$ cat config.mk
export PLATFORM = sky130hd
export DESIGN_NAME = sipo_frame_ctrl
export DESIGN_NICKNAME = d
export VERILOG_FILES = /design/src/rtl/sipo_ctrl_pkg.sv /design/src/rtl/sipo_shift_core.sv /design/src/rtl/sipo_frame_ctrl.sv
export SDC_FILE = /design/constraint.sdc
export NUM_CORES = 1
export LEC_CHECK = 0
export ABC_AREA = 1
export BUFFER_PORTS_ARGS = -buffer_cell sky130_fd_sc_hd__buf_2
export CAP_MARGIN = 0
export CORE_MARGIN = 4
export CORE_UTILIZATION = 56
export CTS_CLUSTER_SIZE = 28
export DETAILED_ROUTE_END_ITERATION = 10
export GPL_ROUTABILITY_DRIVEN = 0
export PLACE_DENSITY_LB_ADDON = 0.15
export SLEW_MARGIN = 20
export SYNTH_ARGS = -nofsm -noshare
export SYNTH_HDL_FRONTEND = slang
export SYNTH_SLANG_ARGS = --single-unit
$ cat constraint.sdc
create_clock -name clk -period 3.95 [get_ports clk]
set_clock_uncertainty 0.15 [all_clocks]
set_input_delay 0.79 -clock clk [delete_from_list [all_inputs] [get_ports clk]]
set_output_delay 0.79 -clock clk [all_outputs]
set_load 0.01 [all_outputs]
$ cat src/rtl/sipo_ctrl_pkg.sv
// Shared state encoding for the framed serial-in/parallel-out receiver.
package sipo_ctrl_pkg;

    localparam int STATE_W = 2;

    typedef enum logic [STATE_W-1:0] {
        IDLE   = 2'd0,
        SHIFT  = 2'd1,
        PARITY = 2'd2
    } state_e;

endpackage

$ cat src/rtl/sipo_shift_core.sv
// WIDTH-bit shift register: on en, din enters at bit 0 and older bits move toward the MSB.
module sipo_shift_core #(
    parameter int WIDTH = 8
) (
    input  logic             clk,
    input  logic             rst,
    input  logic             en,
    input  logic             din,
    output logic [WIDTH-1:0] q
);

    logic [WIDTH-1:0] shift_d;
    logic [WIDTH-1:0] shift_q;

    // Next shift value; holds when not enabled.
    always_comb begin
        shift_d = shift_q;
        if (en) begin
            shift_d = {shift_q[WIDTH-2:0], din};
        end else begin
            shift_d = shift_q;
        end
    end

    // Shift register with asynchronous active-low reset.
    always_ff @(posedge clk or negedge rst) begin
        if (!rst) begin
            shift_q <= {WIDTH{1'b0}};
        end else begin
            shift_q <= shift_d;
        end
    end

    assign q = shift_q;

endmodule

$ cat src/rtl/sipo_frame_ctrl.sv
// Framed serial receiver: bit counter FSM, output holding register and sticky flags.
// Optional even-parity bit after the data is enabled with PARITY_CHECK_EN.
module sipo_frame_ctrl
    import sipo_ctrl_pkg::*;
#(
    parameter  int WIDTH = 8,
    localparam int CNT_W = $clog2(WIDTH + 1)
) (
    input  logic             clk,
    input  logic             rst,
    input  logic             sin,
    input  logic             sin_valid,
    input  logic             frame_start,
    input  logic             clr_err,
    output logic [WIDTH-1:0] dout,
    output logic             dout_valid,
    input  logic             dout_ready,
    output logic             busy,
    output logic             overrun,
    output logic             parity_err
);

    localparam logic [CNT_W-1:0] LAST_CNT = CNT_W'(WIDTH - 1);
    localparam logic [CNT_W-1:0] CNT_ONE  = CNT_W'(1);

    state_e           state_d, state_q;
    logic [CNT_W-1:0] count_d, count_q;
    logic [WIDTH-1:0] dout_d, dout_q;
    logic             dout_valid_d, dout_valid_q;
    logic             overrun_d, overrun_q;
    logic [WIDTH-1:0] shift_q;
    logic             shift_en_s;
    logic             done_s;
    logic [WIDTH-1:0] word_s;
    logic             word_perr_s;
    logic             take_s;
    logic             drop_s;

`ifdef PARITY_CHECK_EN
    logic parity_err_d, parity_err_q;

    // Odd number of ones across data plus parity bit means the even-parity check failed.
    function automatic logic parity_fail(input logic [WIDTH-1:0] data, input logic pbit);
        return (^data) ^ pbit;
    endfunction
`else
    logic shift_msb_unused_s;
    assign shift_msb_unused_s = shift_q[WIDTH-1];
`endif

    sipo_shift_core #(
        .WIDTH (WIDTH)
    ) u_shift (
        .clk (clk),
        .rst (rst),
        .en  (shift_en_s),
        .din (sin),
        .q   (shift_q)
    );

    // Frame sequencing: a start always restarts the count, even mid-frame.
    always_comb begin
        state_d     = state_q;
        count_d     = count_q;
        shift_en_s  = 1'b0;
        done_s      = 1'b0;
        word_s      = {WIDTH{1'b0}};
        word_perr_s = 1'b0;
        if (frame_start) begin
            state_d    = SHIFT;
            shift_en_s = sin_valid;
            count_d    = sin_valid ? CNT_ONE : {CNT_W{1'b0}};
        end else begin
            case (state_q)
                IDLE: begin
                    state_d = IDLE;
                end
                SHIFT: begin
                    if (sin_valid) begin
                        shift_en_s = 1'b1;
                        if (count_q == LAST_CNT) begin
                            count_d = {CNT_W{1'b0}};
`ifdef PARITY_CHECK_EN
                            state_d = PARITY;
`else
                            done_s  = 1'b1;
                            word_s  = {shift_q[WIDTH-2:0], sin};
                            state_d = IDLE;
`endif
                        end else begin
                            count_d = count_q + CNT_ONE;
                        end
                    end else begin
                        state_d = SHIFT;
                    end
                end
`ifdef PARITY_CHECK_EN
                PARITY: begin
                    // Shifter is frozen here, so it still holds the complete data word.
                    if (sin_valid) begin
                        done_s      = 1'b1;
                        word_s      = shift_q;
                        word_perr_s = parity_fail(shift_q, sin);
                        state_d     = IDLE;
                    end else begin
                        state_d = PARITY;
                    end
                end
`endif
                default: begin
                    state_d = IDLE;
                    count_d = {CNT_W{1'b0}};
                end
            endcase
        end
    end

    // Holding register: a completion may reuse the slot freed by a same-cycle handshake.
    always_comb begin
        dout_d       = dout_q;
        dout_valid_d = dout_valid_q;
        overrun_d    = overrun_q;
        take_s       = dout_valid_q && dout_ready;
        drop_s       = 1'b0;
        if (done_s) begin
            if (!dout_valid_q || take_s) begin
                dout_d       = word_s;
                dout_valid_d = 1'b1;
            end else begin
                drop_s = 1'b1;
            end
        end else if (take_s) begin
            dout_valid_d = 1'b0;
        end else begin
            dout_valid_d = dout_valid_q;
        end
        if (drop_s) begin
            overrun_d = 1'b1;
        end else if (clr_err) begin
            overrun_d = 1'b0;
        end else begin
            overrun_d = overrun_q;
        end
    end

    // Controller and output state registers.
    always_ff @(posedge clk or negedge rst) begin
        if (!rst) begin
            state_q      <= IDLE;
            count_q      <= {CNT_W{1'b0}};
            dout_q       <= {WIDTH{1'b0}};
            dout_valid_q <= 1'b0;
            overrun_q    <= 1'b0;
        end else begin
            state_q      <= state_d;
            count_q      <= count_d;
            dout_q       <= dout_d;
            dout_valid_q <= dout_valid_d;
            overrun_q    <= overrun_d;
        end
    end

`ifdef PARITY_CHECK_EN
    // Parity status travels with the word it describes.
    always_comb begin
        parity_err_d = parity_err_q;
        if (done_s && (!dout_valid_q || take_s)) begin
            parity_err_d = word_perr_s;
        end else begin
            parity_err_d = parity_err_q;
        end
    end

    // Parity status register.
    always_ff @(posedge clk or negedge rst) begin
        if (!rst) begin
            parity_err_q <= 1'b0;
        end else begin
            parity_err_q <= parity_err_d;
        end
    end

    assign parity_err = parity_err_q;
`else
    assign parity_err = 1'b0;
`endif

    assign dout       = dout_q;
    assign dout_valid = dout_valid_q;
    assign busy       = (state_q != IDLE);
    assign overrun    = overrun_q;

endmodule

## Yosys cells after proc, flatten, opt, wreduce, memory -nomap -nowiden

Cells that the tools add are included.

| storage, ports and cells | value |
|---|---|
| flip-flop bits (word level) | 23 |
| latch bits | 0 |
| bits in writable memories | 0 |
| ROM bits | 0 |
| input bits | 7 |
| memories | 0 |

| cells by class | value |
|---|---|
| $add $sub $neg | 1 |
| $mul | 0 |
| divide/modulo/power cells | 0 |
| $lt $le $gt $ge | 0 |
| equal/unequal tests | 6 |
| shift operators | 0 |
| muxes and demuxes | 27 |
| bitwise gates (word level) | 0 |
| reduce and logical (&&, ||, !) cells | 10 |

Operators by type and width:

| kind | number |
|---|---|
| 8-bit 2-to-1 mux | 4 |
| 1-bit 2-to-1 mux | 15 |
| 4-bit 2-to-1 mux | 3 |
| 2-bit 2-to-1 mux | 4 |
| 4-bit one-hot mux with 2 select lines | 1 |
| 2-bit AND reduction | 3 |
| 2-bit nonzero test | 3 |
| 4-bit by 1-bit adder with 4-bit output, second input constant | 1 |
| 4-bit by 3-bit == test with 1-bit output, second input constant | 1 |
| 4-bit inequality test, second input constant | 1 |
| 3-bit inequality test, second input constant | 1 |
| 2-bit by 1-bit == test with 1-bit output, second input constant | 1 |
| 2-bit logical NOT | 1 |
| 2-bit by 1-bit inequality test with 1-bit output, second input constant | 1 |
| 2-bit inequality test, second input constant | 1 |
| 1-bit logical AND | 1 |
| 1-bit logical NOT | 1 |
| 1-bit logical OR | 1 |

## Logic depth before layout (Yosys ltp)

Gate-level depths: netlist (run 1).

| logic depth | value |
|---|---|
| depth after elaboration | 7 |
| mapped depth | 6 |

## Cells and area by module

From an unflattened synthesis (run 1), not the netlist that was laid out.

| second synthesis, totals | value |
|---|---|
| cell total of the unflattened synthesis | 116 |
| area, all modules | 1028.5 um^2 |

Modules (own cells, without submodules):

| module | times used | cells each | area each (um^2) | sequential area each (um^2) |
|---|---|---|---|---|
| sipo_frame_ctrl | 1 | 82 | 723.2 | 375.4 |
| sipo_shift_core | 1 | 34 | 305.3 | 200.2 |

## Worst setup path before layout (run 1)

No wires, ideal clock.

| timing | value |
|---|---|
| kind | input port to flip-flop |
| start | in frame_start |
| end | reg u_shift.shift_q[2], in the netlist u_shift.q[2] |
| library setup time | 126 ps |
| data arrival time | 1221 ps |
| data required time | 3674 ps |
| setup slack | 2453 ps |
| stages | 5 |
| path buffers | 1 |
| path through | nand2_1 > nand2_1 > buf_4 > nand2_1 > o21ai_0 |

| between the ends | value |
|---|---|
| word-level cells in the longest chain between the ends | 1 |

RTL lines:

| element | line | source |
|---|---|---|
| start, declared | sipo_frame_ctrl.sv:13 | `input logic frame_start,` |
| 1-bit 2-to-1 mux | sipo_frame_ctrl.sv:69 | `if (frame_start) begin` |
| end signal, assigned | sipo_shift_core.sv:28 | `shift_q <= {WIDTH{1'b0}};` |
| end signal, assigned | sipo_shift_core.sv:30 | `shift_q <= shift_d;` |
| end, declared | sipo_shift_core.sv:13 | `logic [WIDTH-1:0] shift_q;` |

No other way between the ends.
A chain may end at the register's enable or synchronous reset.

## Worst setup path after layout (run 1)

| timing | value |
|---|---|
| start | reg state_q[0] |
| end | out busy |

| between the ends | value |
|---|---|
| word-level cells in the longest chain between the ends | 1 |

RTL lines:

| element | line | source |
|---|---|---|
| start, declared | sipo_frame_ctrl.sv:26 | `state_e state_d, state_q;` |
| start signal, assigned | sipo_frame_ctrl.sv:155 | `state_q <= state_d;` |
| 2-bit nonzero test | sipo_frame_ctrl.sv:190 | `assign busy = (state_q != IDLE);` |
| end, declared | sipo_frame_ctrl.sv:18 | `output logic busy,` |

No other way between the ends.

==> results of run 1 <==
[path summary, 6_finish.rpt]
| kind | from | endpoint | slack, ns |
|---|---|---|---|
| max in group asynchronous | rst | u_shift.q[5]$_DFFE_PN0P_ | 3.06 |
| min in group clk | dout[2]$_DFFE_PN0P_ | dout[2]$_DFFE_PN0P_ | 0.33 |
| hold reg to reg | dout[2]$_DFFE_PN0P_ | dout[2]$_DFFE_PN0P_ | 0.33 |
| setup / recovery | state_q[0]$_DFFE_PN0P_ | busy | 2.11 |
| hold / removal | rst | dout[7]$_DFFE_PN0P_ | 0.27 |
| setup reg to reg | count_q[0]$_DFFE_PN0P_ | dout[4]$_DFFE_PN0P_ | 2.32 |
[flip-flops by register name (all words and copies together) (netlist names)]
signal,flops
state_q,1
dout,8
u_shift.q,7
count_q,4
overrun,1
dout_valid,1
[layer usage]
layer,share of wire (%),wire (um),global-route usage [%],vias to the layer above
li1,-,-,-,382
met1,53,892,23.89,333
met2,41,683,21.59,27
met3,5.4,91,3.012,2
met4,1.0,17,4.147,0
met5,0,0,0,-
[cell families after synthesis]
group           after synthesis  share of synthesized area, %
simple gates                 59                         27.90
flops                        22                         56.05
xor+xnor                      1                        0.8919
compound gates               11                         6.497
buf+inv                      12                         7.006
other cells                   1                        0.3818
fa+ha+maj                     1                         1.274
[per-stage QoR]
step / hold WS (ns) / std cells / power (mW)
after floorplan: 0.3145 / 107 / 0.2893
after global placement: 0.3071 / 135 / 0.3047
after detailed placement: 0.3109 / 135 / 0.3068
after CTS: 0.2883 / 139 / 0.4247
after global routing: 0.2957 / 139 / 0.4459
final: 0.2743 / 139 / 0.4222
[final cells by class]
cell class / instances / area [um2] / share of cell area, %
inverter: 7 / 26.28 / 2.431
timing repair buffer: 17 / 85.08 / 7.870
clock buffer: 4 / 36.28 / 3.356
sequential: 22 / 550.5 / 50.93
multi-input combinational: 73 / 362.8 / 33.56
tap: 16 / 20.02 / 1.852
[cell usage in the layout (no fill, tap or decap), types with 3 or more instances in the layout]
cell type,synthesis,routed
nand2_1,33,33
dfrtp_1,22,22
buf_2,1,17
nand4_1,9,9
inv_1,7,7
nor2_1,6,6
o21ai_0,5,5
nand3_1,5,5
a21oi_1,4,4
nand2_2,3,3
clkbuf_4,0,3
[power by group through the flow]
stage / clock network (mW) / registers [mW] / logic, mW
2_1_floorplan: 0 / 0.260 / 0.0290
3_3_place_gp: 0 / 0.261 / 0.0434
3_5_place_dp: 0 / 0.262 / 0.0447
4_1_cts: 0.122 / 0.258 / 0.0450
5_1_grt: 0.133 / 0.261 / 0.0515
6_report: 0.120 / 0.258 / 0.0441
==> results.txt, run 1 <==
status: completed
upper clock frequency limit: 542.7 MHz
CTS hold repair buffers: 0
layout filler cell count: 138
internal power: 0.3162 mW
total grt overflow: 0
hpwl dp: 1281 um
drt pass-1 iters: 4
Worst path depth: 1
initial core utilization: 62.30%
Area Growth Syn to Fin: 10.06%
row cnt: 14
Switching Share: 25.12%
# diodes: 0
shortest period the worst path allows: 1.843 ns
CP Cell Sequence: buf_2
RSZ-0062 raised after global routing: false
maxcap violations: 0
I/O pins: 19
Seq cells post-synth: 22
Cells after Synth: 107
Async SR Flop Fraction: 100.0%
final net count: 132
Post-Syn Nets: 115
die span in y: 49.88 um
fin util: 68.57%
clock share of power: 28.5%
cts bufs inserted: 3
P_sw: 0.1060 mW
Resize count post-CTS: 0
Post-Place Cell Area: 0.001045 mm2
root buffer cell: clkbuf_4
crit path launch type: flop
Combinational Power Share: 10.4%
CP Max Fanout: 5
Post-Route WL: 1684 um
Die X: 49.88 um
initial drt markers: 20
post-place setup slack: 1.948 ns
drt drc: 0
Die Area: 0.002488 mm2
Hold/Removal Path Class: input pin to asynchronous set/reset pin
worst-skew pair later-pin latency: 0.30 ns
Crit-path slowest cell: dfrtp_1
Via Count: 744
post-synth cell types: 20
design area: 0.001081 mm2
endpoints failing setup: 0
top cells by count, synth: nand2_1 (33), dfrtp_1 (22), nand4_1 (9)
CTS clk-pin slew, worst paths: 0.12 ns
Critical Path End Type: output pin
clock tree buffer depth: 2
via/cell ratio: 5.353
post-CTS setup buffers: 0
Hold Vio Cnt, Final: 0
FF-to-FF path depth: 6
first-pass GRT wire length: 2980 um
largest net degree at the start of global routing: 23
CTS tree: built
Synth Flop Type: dfrtp_1
cell with the most instances after synthesis: nand2_1
H-tree Lvls: 1
layout cell share with drive strength beyond 1: 22.76%
YS warnings: 0
post-route ant nets: 0
crit share post-route: 46.65%
LEAKAGE: 0.5901 nW
cell taking the most area after synthesis: dfrtp_1
Global Route Usage Sum: 15.41%
initial antenna violation count: 0
Final Max Tran Viols: 0
Buf/Inv on CP: 1
CP Data Arrival Time: 0.90 ns
critical path's largest stage delay: 0.44 ns
sequential area share after synthesis: 56.05%
VDD IR max: 0.0002524 V
Port Buffers: 17
Yosys top cell area share: 56.05%
synthesized cell area: 982.2 um2
CP Data Required Time: 3.01 ns
Post-synth EDFFs: 0
critical path type: flop to output pin
core area: 0.001577 mm2
synthesized area per cell: 9.179 um2
Sequential Power Share: 61.1%
Final WS setup: 2.107 ns
family with the most delay on the worst path: flip-flops
CTS Sinks: 22
PD cells: 390.6 mW/mm2
vias in the first global route: 668
Final TNS setup: 0 ns
Synth area leaders: dfrtp_1 (56%), nand2_1 (13%), nand4_1 (5.7%), inv_1 (2.7%), nand3_1 (2.5%)
drt wl/cell: 12.12 um
No activity file was read; power rests on OpenSTA's default activity.
==> run 2: changes to the inputs <==
--- a/config.mk
+++ b/config.mk
@@ -9,7 +9,7 @@
 export BUFFER_PORTS_ARGS = -buffer_cell sky130_fd_sc_hd__buf_2
 export CAP_MARGIN = 0
 export CORE_MARGIN = 4
-export CORE_UTILIZATION = 56
+export CORE_UTILIZATION = 47
 export CTS_CLUSTER_SIZE = 28
 export DETAILED_ROUTE_END_ITERATION = 10
 export GPL_ROUTABILITY_DRIVEN = 0
==> constraint.sdc (replaced) <==
create_clock -name clk -period 1.6 [get_ports clk]
set_clock_uncertainty 0.15 [all_clocks]
set_input_delay 0.32 -clock clk [delete_from_list [all_inputs] [get_ports clk]]
set_output_delay 0.32 -clock clk [all_outputs]
set_load 0.01 [all_outputs]
==> run 2 against run 1 <==
Hold slack got worse by 0.22 ns. Largest power group unchanged. Critical path type is now flop to flop. Final cell count rose by 10%. Largest cell class unchanged. Non-clock buffer count rose by 4. Global-route usage fell by 1.9 points. Clock power rose by 99%. Flip-flop and latch count did not move. Utilization fell by 12 points. Wire length rose by 0.65%.
==> results.txt, run 2 (same netlist as run 1, synthesis figures left out) <==
Port Buffers: 17
cts bufs inserted: 3
critical path type: flop to flop
layout cell share with drive strength beyond 1: 23.81%
CP Data Arrival Time: 1.49 ns
FF-to-FF path depth: 6
P_sw: 0.2549 mW
Critical Path End Type: flop
post-placement cell count: 149
first-pass GRT wire length: 2780 um
Hold Vio Cnt, Final: 0
Die Area: 0.002885 mm2
Final Max Tran Viols: 0
VDD IR max: 0.0004965 V
CP Data Required Time: 1.65 ns
I/O pins: 19
PD cells: 886.8 mW/mm2
RSZ-0062 raised after global routing: false
maxcap violations: 0
Switching Share: 25.82%
Sequential Power Share: 64.4%
via/cell ratio: 4.758
LEAKAGE: 0.6018 nW
hold path endpoint: overrun$_DFFE_PN0P_
root buffer cell: clkbuf_4
max reg flops: 8
CP Max Fanout: 8
initial antenna violation count: 0
core area: 0.001982 mm2
worst-skew pair later-pin latency: 0.29 ns
Area Growth Syn to Fin: 13.38%
CTS tree: built
drt drc: 0
internal power: 0.7326 mW
RR Startpoint: count_q[0]$_DFFE_PN0P_
post-CTS setup buffers: 0
clock tree buffer depth: 2
CTS hold repair buffers: 1
upper clock frequency limit: 693.7 MHz
FF-to-FF End: dout[2]$_DFFE_PN0P_
row cnt: 16
Combinational Power Share: 11.3%
commonest cells after routing, fill and taps aside: nand2_1 (33), dfrtp_1 (22), buf_2 (17)
Post-Route WL: 1695 um
final net count: 136
Final WS setup: 0.1584 ns
fin util: 56.19%
crit path launch type: flop
PnR Total Power: 0.9875 mW
initial core utilization: 49.56%
Resize count post-CTS: 0
Final Non-Filler Cells: 153
shortest period the worst path allows: 1.442 ns
R2R Setup Slk: 0.16 ns
Die X: 53.72 um
status: completed
crit share post-route: 90.10%
hold-critical path depth: 2
Final TNS setup: 0 ns
Hold/Removal Path Class: input pin to flop
drt wl/cell: 11.08 um
endpoints failing setup: 0
vias in the first global route: 658
largest net degree at the start of global routing: 23
drt pass-1 iters: 4
CTS clk-pin slew, worst paths: 0.11 ns
H-tree Lvls: 1
total grt overflow: 0
min-delay src: clr_err
post-place setup slack: 0.1584 ns
post-route ant nets: 0
clock share of power: 24.2%
# diodes: 0
CTS Sinks: 22
most common cell after layout, fill and taps aside: nand2_1
initial drt markers: 10
hpwl dp: 1276 um
Via Count: 728
Global Route Usage Sum: 13.47%
die span in y: 53.72 um
[run 2: cell count changes in the layout (fill, tap and decap cells not counted)]
cell           previous run  this run
buf_4                     0         3
dlygate4sd3_1             0         1
clkbuf_8                  1         0
[run 2: worst max path at each step]
stage	from	depth (start not counted)	slack [ns]	end
2_1_floorplan	count_q[0]$_DFFE_PN0P_	6	0.31	dout[2]$_DFFE_PN0P_
3_3_place_gp	count_q[0]$_DFFE_PN0P_	6	0.20	dout[2]$_DFFE_PN0P_
3_5_place_dp	count_q[0]$_DFFE_PN0P_	6	0.16	dout[4]$_DFFE_PN0P_
4_1_cts	count_q[0]$_DFFE_PN0P_	6	0.14	dout[2]$_DFFE_PN0P_
5_1_grt	count_q[0]$_DFFE_PN0P_	6	0.03	dout[2]$_DFFE_PN0P_
6_report	count_q[0]$_DFFE_PN0P_	6	0.16	dout[2]$_DFFE_PN0P_
[run 2: layout make-up]
| cell class | instances | area, um2 |
|---|---|---|
| flip-flops and latches | 22 | 550.5 |
| inverters | 7 | 26.28 |
| fillers | 185 | 868.3 |
| well taps | 27 | 33.78 |
| multi-input cells | 73 | 362.8 |
| repair buffers | 21 | 117.6 |
| clock buffers | 3 | 22.52 |
[run 2: power by group through the flow]
stage | Clock (mW) | Combinational [mW] | Sequential, mW
after floorplan | 0 | 0.0716 | 0.643
after global placement | 0 | 0.110 | 0.644
after detailed placement | 0 | 0.113 | 0.646
after CTS | 0.251 | 0.115 | 0.636
after global routing | 0.269 | 0.132 | 0.642
final | 0.239 | 0.112 | 0.636
[run 2: metal layers]
metal / track usage [%] / vias to the layer above / share of wire (%) / routed length, um
li1: - / 388 / - / -
met1: 18.31 / 321 / 52 / 874
met2: 19.96 / 17 / 42 / 712
met3: 2.493 / 2 / 5.8 / 99
met4: 7.660 / 0 / 0.59 / 10
met5: 0 / - / 0 / 0
[run 2: per-stage QoR]
step           cell area (um2)  hold slack, ns
2_1_floorplan            982.2         -0.1256
3_3_place_gp              1081          0.1532
3_5_place_dp              1081          0.1570
4_1_cts                   1114         0.04426
5_1_grt                   1114         0.04607
6_report                  1114         0.05703
[run 2: worst max-delay path: stages, from the launching register on]
cell and delay (ns):
dfrtp_1 0.42, ha_1 0.22, nand2_2 0.08, nor2_4 0.15
nand3_2 0.18, nand2_1 0.10, nand2_1 0.05
